$ cat src/rtl/burst_slave_pkg.sv
// Shared definitions for the serial burst slave: FSM state encoding and
// default geometry constants.
package burst_slave_pkg;

  localparam int DEF_ADDR_W = 12;
  localparam int DEF_DATA_W = 8;
  localparam int DEF_MEM_AW = 4;
  localparam int DEF_LEN_W  = 2;

  typedef enum logic [2:0] {
    IDLE,
    ADDR,
    LEN,
    WDATA,
    RDATA,
    WAIT_DROP
  } state_t;

endpackage

$ cat src/rtl/burst_slave_mem.sv
// Local word store of the burst slave: resettable register array with one
// synchronous write port and a combinational read port.
module burst_slave_mem #(
  parameter int DATA_W = 8,
  parameter int MEM_AW = 4
) (
  input  logic              clk,
  input  logic              rstn,
  input  logic              we,
  input  logic [MEM_AW-1:0] waddr,
  input  logic [DATA_W-1:0] wdata,
  input  logic [MEM_AW-1:0] raddr,
  output logic [DATA_W-1:0] rdata
);

  localparam int DEPTH = 2 ** MEM_AW;

  logic [DATA_W-1:0] mem [DEPTH];

  always_ff @(posedge clk or negedge rstn) begin
    if (!rstn) begin
      for (int i = 0; i < DEPTH; i++) mem[i] <= '0;
    end else if (we) begin
      mem[waddr] <= wdata;
    end
  end

  assign rdata = mem[raddr];

endmodule

$ cat src/rtl/burst_slave.sv
// Serial burst slave: receives address and burst length bit-serially, then
// streams write data into local memory or read data out of it, LSB first.
module burst_slave
  import burst_slave_pkg::*;
#(
  parameter int ADDR_W = DEF_ADDR_W,
  parameter int DATA_W = DEF_DATA_W,
  parameter int MEM_AW = DEF_MEM_AW,
  parameter logic [ADDR_W-MEM_AW-1:0] SLAVE_ID = '0,
  parameter int LEN_W  = DEF_LEN_W
) (
  input  logic clk,
  input  logic rstn,
  input  logic validIn,
  input  logic wren,
  input  logic Address,
  input  logic DataIn,
  output logic ready,
  output logic validOut,
  output logic DataOut
);

  localparam int CW = $clog2((ADDR_W > LEN_W ? ADDR_W : LEN_W) + 1);
  localparam int BW = (DATA_W > 1) ? $clog2(DATA_W) : 1;

  state_t            state;
  logic              prev_valid;
  logic              is_write;
  logic [CW-1:0]     cnt;
  logic [BW-1:0]     bcnt;
  logic [LEN_W-1:0]  wcnt;
  logic [LEN_W-1:0]  len;
  logic [ADDR_W-1:0] addr_sr;
  logic [LEN_W-1:0]  len_sr;
  logic [DATA_W-1:0] wr_sr;
  logic [MEM_AW-1:0] ptr;

  logic [ADDR_W-1:0] addr_next;
  logic [LEN_W-1:0]  len_full;
  logic [DATA_W-1:0] wr_word;
  logic              addr_hit;
  logic              last_bit;
  logic              last_word;
  logic              mem_we;
  logic [MEM_AW-1:0] raddr;
  logic [BW-1:0]     rbit;
  logic [DATA_W-1:0] rdata;

  assign addr_next = (addr_sr >> 1) | (ADDR_W'(Address) << (ADDR_W - 1));
  assign len_full  = (len_sr >> 1) | (LEN_W'(Address) << (LEN_W - 1));
  assign wr_word   = (wr_sr >> 1) | (DATA_W'(DataIn) << (DATA_W - 1));
  assign addr_hit  = (addr_sr[ADDR_W-1:MEM_AW] == SLAVE_ID);
  assign last_bit  = (bcnt == BW'(DATA_W - 1));
  assign last_word = (wcnt == len);
  assign mem_we    = (state == WDATA) && validIn && last_bit;

  // Select the bit that DataOut must present after the coming edge: the first
  // bit of the burst when leaving LEN, otherwise the next bit of the stream.
  always_comb begin
    raddr = ptr;
    rbit  = bcnt + BW'(1);
    if (state == LEN) begin
      raddr = addr_sr[MEM_AW-1:0];
      rbit  = '0;
    end else if (last_bit) begin
      raddr = ptr + MEM_AW'(1);
      rbit  = '0;
    end
  end

  burst_slave_mem #(
    .DATA_W(DATA_W),
    .MEM_AW(MEM_AW)
  ) u_mem (
    .clk  (clk),
    .rstn (rstn),
    .we   (mem_we),
    .waddr(ptr),
    .wdata(wr_word),
    .raddr(raddr),
    .rdata(rdata)
  );

  // prev_valid resets high so a validIn held across reset is not a start.
  always_ff @(posedge clk or negedge rstn) begin
    if (!rstn) begin
      state      <= IDLE;
      ready      <= 1'b1;
      validOut   <= 1'b0;
      DataOut    <= 1'b0;
      prev_valid <= 1'b1;
      is_write   <= 1'b0;
      cnt        <= '0;
      bcnt       <= '0;
      wcnt       <= '0;
      len        <= '0;
      addr_sr    <= '0;
      len_sr     <= '0;
      wr_sr      <= '0;
      ptr        <= '0;
    end else begin
      prev_valid <= validIn;
      case (state)
        IDLE: begin
          if (validIn && !prev_valid) begin
            is_write <= wren;
            cnt      <= '0;
            ready    <= 1'b0;
            state    <= ADDR;
          end
        end
        ADDR: begin
          if (!validIn) begin
            state <= IDLE;
            ready <= 1'b1;
          end else begin
            addr_sr <= addr_next;
            if (cnt == CW'(ADDR_W - 1)) begin
              cnt   <= '0;
              state <= LEN;
            end else begin
              cnt <= cnt + 1'b1;
            end
          end
        end
        LEN: begin
          if (!validIn) begin
            state <= IDLE;
            ready <= 1'b1;
          end else begin
            len_sr <= len_full;
            if (cnt == CW'(LEN_W - 1)) begin
              len  <= len_full;
              ptr  <= addr_sr[MEM_AW-1:0];
              bcnt <= '0;
              wcnt <= '0;
              if (!addr_hit) begin
                state <= WAIT_DROP;
              end else if (is_write) begin
                state <= WDATA;
              end else begin
                state    <= RDATA;
                validOut <= 1'b1;
                DataOut  <= rdata[rbit];
              end
            end else begin
              cnt <= cnt + 1'b1;
            end
          end
        end
        WDATA: begin
          if (!validIn) begin
            state <= IDLE;
            ready <= 1'b1;
          end else begin
            wr_sr <= wr_word;
            if (last_bit) begin
              bcnt <= '0;
              wcnt <= wcnt + 1'b1;
              ptr  <= ptr + 1'b1;
              if (last_word) state <= WAIT_DROP;
            end else begin
              bcnt <= bcnt + 1'b1;
            end
          end
        end
        RDATA: begin
          if (!validIn) begin
            state    <= IDLE;
            ready    <= 1'b1;
            validOut <= 1'b0;
            DataOut  <= 1'b0;
          end else if (last_bit && last_word) begin
            state    <= WAIT_DROP;
            validOut <= 1'b0;
            DataOut  <= 1'b0;
          end else begin
            DataOut <= rdata[rbit];
            if (last_bit) begin
              bcnt <= '0;
              wcnt <= wcnt + 1'b1;
              ptr  <= ptr + 1'b1;
            end else begin
              bcnt <= bcnt + 1'b1;
            end
          end
        end
        WAIT_DROP: begin
          if (!validIn) begin
            state <= IDLE;
            ready <= 1'b1;
          end
        end
        default: begin
          state    <= IDLE;
          ready    <= 1'b1;
          validOut <= 1'b0;
          DataOut  <= 1'b0;
        end
      endcase
    end
  end

endmodule

$ cat config.mk
export PLATFORM = sky130hd
export DESIGN_NAME = burst_slave
export DESIGN_NICKNAME = d
export VERILOG_FILES = /design/src/rtl/burst_slave_pkg.sv /design/src/rtl/burst_slave_mem.sv /design/src/rtl/burst_slave.sv
export SDC_FILE = /design/constraint.sdc
export NUM_CORES = 1
export LEC_CHECK = 0
export BUFFER_PORTS_ARGS = -buffer_cell sky130_fd_sc_hd__buf_2
export CAP_MARGIN = 0
export CORE_ASPECT_RATIO = 1.5
export CORE_MARGIN = 5
export CORE_UTILIZATION = 55
export CTS_CLUSTER_SIZE = 8
export DETAILED_ROUTE_END_ITERATION = 6
export HOLD_SLACK_MARGIN = 0.1
export PLACE_DENSITY = 0.73
export SLEW_MARGIN = 40
export SYNTH_ARGS = -nofsm -noshare
export SYNTH_HDL_FRONTEND = slang
export SYNTH_HIERARCHICAL = 1
export SYNTH_SLANG_ARGS = --single-unit
$ cat constraint.sdc
create_clock -name clk -period 8.7 [get_ports clk]
set_clock_uncertainty 0.2 [all_clocks]
set_input_delay 1.305 -clock clk [delete_from_list [all_inputs] [get_ports clk]]
set_output_delay 1.305 -clock clk [all_outputs]
set_load 0.01 [all_outputs]
==> flow_metrics.tcl, run 1 <==
set metrics [dict create \
    hold_path_class "register to register" \
    power_frac_seq_pct 41.9 \
    grt_max_degree 107 \
    fin_crit_sh_pct 49.3 \
    cts_tree "done" \
    core_mm2 0.0150 \
    synth_edf_count 0 \
    end_kind "register" \
    instances_no_fill 814 \
    combinationalPowerShare_pct 26.0 \
    clk_pin_slew_worst_paths_ns 0.06 \
    hold_violations 0 \
    worst-setup-path-type "register to register" \
    holdPathStages 1 \
    die_h_um 161 \
    port_buffers 8 \
    synthTopCellsByArea "dfrtp_1 51%, mux2_2 19%, mux4_2 8.6%, a22oi_1 1.5%, mux2_4 1.4%" \
    cts_buffers 17 \
    yosysWarnings 6 \
    p_switching_w 0.000791 \
    cp-start-kind "register" \
    p_int_w 0.00157 \
    ctsHoldBuffers 0 \
    final_nets 617 \
    dieArea_mm2 0.0178 \
    antenna_found_initial 0 \
    clockBufferDepth 2 \
    clkPwrFrac_pct 32.1 \
    diodes 0 \
    wl_um 18400 \
    peakVddDrop_uv 180 \
    max-slew-margin-rel_pct 39.9 \
    synth_top_family_by_area "multiplexers" \
    io_pins 9 \
    synth-xor-area-share_pct 0.524 \
    synth_compound_area_share_pct 6.30 \
    cts-htree-levels 4 \
    layout-drive-gt1-share_pct 41.5 \
    fin_crit_ns 4.29 \
    finalMaxSlewViolations 0 \
    worstPathMaxFanout 32 \
    cp_data_required_time_ns 8.80 \
    dp_hpwl_um 12200 \
    syn2layout_area_growth_pct 9.81 \
    rr_endpoint "DataOut" \
    switching_share_pct 33.5 \
    final_area_mm2 0.00918 \
    syn_nets 620 \
    outcome "complete, no violations" \
    ys_seq_area_share_pct 51.2 \
    syn_area_per_cell_um2 13.8 \
    synth_mux_area_share_pct 30.3 \
    synth_adder_area_share_pct 1.05 \
    grt_usage_pct 21.6 \
    reg2reg_depth 11 \
    critical_path_arrival_ns 4.39 \
    syn_area_mm2 0.00836 \
    synth_top_area_cell "dfrtp_1" \
    reg2reg_slack_ns 4.41 \
    worst_pin_slew_ns 0.896 \
    syn_inst 607 \
    grt_pass1_vias 5586 \
    cts.sinks 171 \
    clk_latency_ns 0.42 \
    finalWeightedCongestion 0.848 \
    drtAntennaViolNets 0 \
    num_vias 5177 \
    drc 0 \
    overflow 0 \
    grt_pass1_wl_um 30200 \
    dpl-instance-area_mm2 0.00855 \
    dr.first_iter.drc_count 357 \
    max_freq_mhz 233 \
    cts_setup_buffers 0 \
    row_count 55 \
    drv_cap 0 \
    setup_tns_ns 0 \
    synth-seq-cells 171 \
    placed_cells 783 \
    initial_utilization_pct 55.7 \
    synth_ff_type "dfrtp_1" \
    setup-violations-final 0 \
    die_w_um 111 \
    r2r-start "state[0]" \
    cts-resized-gates 0 \
    root_buffer "clkbuf_16" \
    p_leak_nw 4.23 \
    ys_types 63 \
    grt_setup_unrepaired "no" \
    worstHoldStart "u_mem/mem[39]" \
    synth_top_cell_area_share_pct 50.6 \
    synth_simple_gate_area_share_pct 8.16 \
    postSynth.asyncResetShare_pct 100 \
    routed_via_density 6.36 \
    power.density_mw_per_mm2 257 \
    wire_per_inst_um 22.6 \
    min_to "u_mem/mem[39]" \
    dr.pass1.iters 7 \
]
worst max-delay path by stage:
stage,start,to,depth (start not counted)
finish,state[0],DataOut,11
global route,state[0],DataOut,11
CTS,state[0],DataOut,11
detailed placement,state[0],DataOut,11
global placement,state[0],DataOut,11
floorplan,bcnt[0],DataOut,15
cells by family (layout without fill, tap and decap cells):
logic type                 Yosys count  after routing
adders and majority gates            7              7
muxes                              191            191
buffers and inverters               44             52
xor gates and xnor gates             5              5
and+or+nand+nor                    113            113
AOI/OAI and AO/OA                   76             76
DFF                                171            171
cell usage in the layout, fill, tap and decap left out, types with 3 or more instances in the layout:
cell,count
mux4_2,32
buf_4,3
clkinv_4,3
inv_1,9
mux2_4,8
clkbuf_16,17
a21oi_1,6
or3_1,5
or4_1,3
ha_1,7
mux2i_1,7
o22ai_1,4
nand2b_1,5
or2_2,3
nor3_2,3
o21ai_0,17
nand2_1,30
nand3b_1,4
xnor2_1,3
nor3_4,3
nor3_1,3
dfrtp_1,169
nor2_1,15
nand3_1,10
nor2b_1,5
buf_2,7
a31oi_1,6
clkbuf_8,4
nor2_2,7
or4_4,3
a22oi_1,17
mux2_2,143
cell type report:
class,instances,area (µm²)
clock buffers,22,484
clock inverters,8,109
fillers,1167,5830
inverters,9,33.8
multi-input cells,392,3910
flip-flops and latches,171,4280
well taps,199,249
repair buffers,13,111
power by group through the flow:
stage               clock network, W  logic [W]  registers (W)
global route                0.000800   0.000673        0.00100
finish                      0.000759   0.000614       0.000989
floorplan                          0   0.000515       0.000924
detailed placement                 0   0.000612       0.000999
CTS                         0.000771   0.000614       0.000985
global placement                   0   0.000596       0.000993
metal layers:
| layer | track usage [%] | wire, µm | vias up |
|---|---|---|---|
| met5 | 0 | 0 | - |
| met4 | 9.75 | 621 | 0 |
| met3 | 3.02 | 511 | 44 |
| met2 | 39.4 | 10200 | 128 |
| met1 | 25.0 | 7100 | 2738 |
| li1 | - | - | 2267 |
synth_stat cells (6+ instances only):
cell and n:
dfrtp_1 169, mux2_2 143, mux4_2 32, nand2_1 30, o21ai_0 19, a22oi_1 17
clkbuf_1 16, nor2_1 16, buf_2 12, nand3_1 10, inv_1 9, mux2_4 8
a31oi_1 7, ha_1 7, mux2i_1 7, a21oi_1 6, nor2_2 6
per-stage QoR:
stage	hold WS (ns)	total power, W	utilization [%]	setup slack [ns]
finish	0.302	0.00236	61.2	4.41
floorplan	0.262	0.00144	-	5.19
CTS	0.304	0.00237	60.9	4.19
global placement	0.283	0.00159	56.9	4.33
detailed placement	0.290	0.00161	57.0	4.20
global route	0.314	0.00248	61.2	4.12
state kept, by name (all words and copies together) (netlist names):
| signal | count |
|---|---|
| is_write | 1 |
| ready | 1 |
| ptr | 4 |
| state | 3 |
| bcnt | 3 |
| wcnt | 2 |
| cnt | 4 |
| u_mem/mem | 128 |
| validOut | 1 |
| wr_sr | 7 |
| prev_valid | 1 |
| len | 2 |
| DataOut | 1 |
| addr_sr | 12 |
| len_sr | 1 |
critical path: stages (launching register included):
cell and delay, ns:
dfrtp_1 0.65, nor3b_4 0.67, nand2_1 0.20, o21ai_4 0.09
buf_4 0.55, mux4_2 0.59, a22oi_1 0.32, nand2_1 0.09
mux2i_1 0.21, a41o_1 0.20, a2111oi_0 0.06, mux2_1 0.30
(Power assumes the default switching activity.)
==> inputs of run 2 (changes only) <==
--- a/config.mk
+++ b/config.mk
@@ -13,7 +13,7 @@
 export CTS_CLUSTER_SIZE = 8
 export DETAILED_ROUTE_END_ITERATION = 6
 export HOLD_SLACK_MARGIN = 0.1
-export PLACE_DENSITY = 0.73
+export PLACE_DENSITY = 0.76
 export SLEW_MARGIN = 40
 export SYNTH_ARGS = -nofsm -noshare
 export SYNTH_HDL_FRONTEND = slang
==> constraint.sdc (replaced) <==
create_clock -name clk -period 3.9 [get_ports clk]
set_clock_uncertainty 0.2 [all_clocks]
set_input_delay 0.585 -clock clk [delete_from_list [all_inputs] [get_ports clk]]
set_output_delay 0.585 -clock clk [all_outputs]
set_load 0.01 [all_outputs]
==> run 2 against run 1 <==
Effect of this change: global-route usage grew 0.56 points; sequential share of layout area is 0.67 points lower; sequential power is 110% higher; maximum frequency is 17% higher; first-iteration DRC count up 21%; routed wire length increased by 0.29%; clock power rose by 130%; non-clock buffer count up 13; cell count increased by 1.8%; power grew 130%; worst setup slack lost 4.2 ns; core utilization rose by 0.89 points; largest cell class unchanged; largest power group unchanged; highest routed layer unchanged.
==> flow_metrics.tcl, run 2 (synthesis results as in run 1) <==
set metrics [dict create \
    outcome "complete, no violations" \
    met2_length_um 9990 \
    worst-setup-path-type "register to register" \
    critical_path_arrival_ns 3.78 \
    worst_pin_slew_ns 0.782 \
    ctsHoldBuffers 1 \
    cts-resized-gates 0 \
    drtAntennaViolNets 0 \
    die_w_um 111 \
    final_common_cell "dfrtp_1" \
    power.density_mw_per_mm2 582 \
    cp-start-kind "register" \
    setup_tns_ns 0 \
    die_h_um 161 \
    routed_via_density 6.26 \
    peakVddDrop_uv 380 \
    finalMaxSlewViolations 0 \
    drv_cap 0 \
    hold_violations 0 \
    overflow 0 \
    combinationalPowerShare_pct 29.1 \
    antenna_found_initial 0 \
    io_pins 9 \
    nFillCells 1142 \
    finalWeightedCongestion 0.867 \
    hold_path_class "primary input to register" \
    cts_tree "done" \
    port_buffers 8 \
    dieArea_mm2 0.0178 \
    row_count 55 \
    wire_per_inst_um 22.3 \
    root_buffer "clkbuf_16" \
    drc 0 \
    dr.max_layer_used "met4" \
    max_freq_mhz 273 \
    syn2layout_area_growth_pct 11.4 \
    diodes 0 \
    worst_hold_slack_ns 0.164 \
    core_mm2 0.0150 \
    grt_setup_unrepaired "no" \
    power_frac_seq_pct 38.9 \
    wl_met1_um 7100 \
    cts_buffers 17 \
    largest_reg_flops 128 \
    switching_share_pct 34.3 \
    end_kind "register" \
    cts-htree-levels 4 \
    fin_crit_ns 3.67 \
    grt_usage_pct 22.1 \
    grt_max_degree 93 \
    clk_pin_slew_worst_paths_ns 0.07 \
    p_switching_w 0.00186 \
    p_leak_nw 4.31 \
    num_vias 5190 \
    setup-violations-final 0 \
    dr.first_iter.drc_count 432 \
    wl_um 18500 \
    cp_data_required_time_ns 4.01 \
    dp_hpwl_um 12500 \
    layout-drive-gt1-share_pct 42.7 \
    grt_pass1_wl_um 31000 \
    final_nets 630 \
    p_int_w 0.00356 \
    initial_utilization_pct 55.7 \
    fin_crit_sh_pct 94.0 \
    clkPwrFrac_pct 32.0 \
    regMostFlops "u_mem/mem" \
    reg.largest.list "u_mem/mem: 128 flops, addr_sr: 12 flops, wr_sr: 7 flops" \
    worstPathMaxFanout 32 \
    max-slew-margin-rel_pct 47.6 \
    cts_setup_buffers 0 \
    clockBufferDepth 2 \
    dr.pass1.iters 5 \
    grt_pass1_vias 5721 \
    clk_latency_ns 0.43 \
    wl_met3_um 530 \
    layout_common_cells "169 x dfrtp_1, 143 x mux2_2, 32 x mux4_2, 30 x nand2_1" \
    cts.sinks 171 \
]
[run 2: cell types whose count changed in the layout (fill, tap and decap cells not counted), sizes merged]
cell,before,now
buf,13,25
inv,11,16
dlygate4sd3,0,1
clkbuf,22,17
clkinvlp,0,2
[run 2: worst max-delay path, cell delays in order, from the launching register on]
cell and delay [ns]:
dfrtp_1 0.42, ha_1 0.22, ha_1 0.25, xnor2_1 0.19
o21ai_4 0.17, buf_12 0.29, mux4_2 0.54, a22oi_1 0.44
nand2_1 0.09, mux2i_1 0.18, a41o_1 0.19, a2111oi_0 0.06
mux2_1 0.30
[run 2: path summary, 6_finish.rpt]
kind,start,slack [ns],to,cells past startpoint
worst max register to register,bcnt[0],0.23,DataOut,12
min in group asynchronous,rstn,0.57,cnt[3],2
worst max-delay path,bcnt[0],0.23,DataOut,12
worst min-delay path,validIn,0.16,prev_valid,1
max in group asynchronous,rstn,2.06,u_mem/mem[61],3
worst min register to register,u_mem/mem[45],0.31,u_mem/mem[45],1
[run 2: layout make-up]
cell class,instances,area (µm²),share of cell area (%)
flip-flops and latches,171,4280,46.0
clock inverters,15,196,2.11
inverters,9,33.8,0.363
well taps,199,249,2.67
clock buffers,17,425,4.57
multi-input cells,392,3900,41.9
repair buffers,26,225,2.42
[run 2: through the flow]
step / area [µm²] / total power [W] / instances / setup slack [ns] / utilization, %
2_1_floorplan: 8360 / 0.00321 / 607 / 0.392 / -
3_3_place_gp: 8670 / 0.00364 / 796 / 0.346 / 57.8
3_5_place_dp: 8670 / 0.00370 / 796 / 0.282 / 57.8
4_1_cts: 9310 / 0.00545 / 829 / 0.249 / 62.0
5_1_grt: 9310 / 0.00568 / 829 / 0.0692 / 62.1
6_report: 9310 / 0.00541 / 829 / 0.235 / 62.1
[run 2: per-layer routing]
metal | vias to the layer above | GRT usage, %
met2 | 124 | 39.7
met1 | 2720 | 25.7
met5 | - | 0
li1 | 2295 | -
met3 | 51 | 3.73
met4 | 0 | 10.6
[run 2: power by group through the flow]
stage | Clock (W) | Combinational, W | Sequential [W]
after floorplan | 0 | 0.00115 | 0.00206
after global placement | 0 | 0.00152 | 0.00212
after detailed placement | 0 | 0.00156 | 0.00213
after CTS | 0.00177 | 0.00158 | 0.00210
after global routing | 0.00184 | 0.00171 | 0.00212
final | 0.00174 | 0.00158 | 0.00210
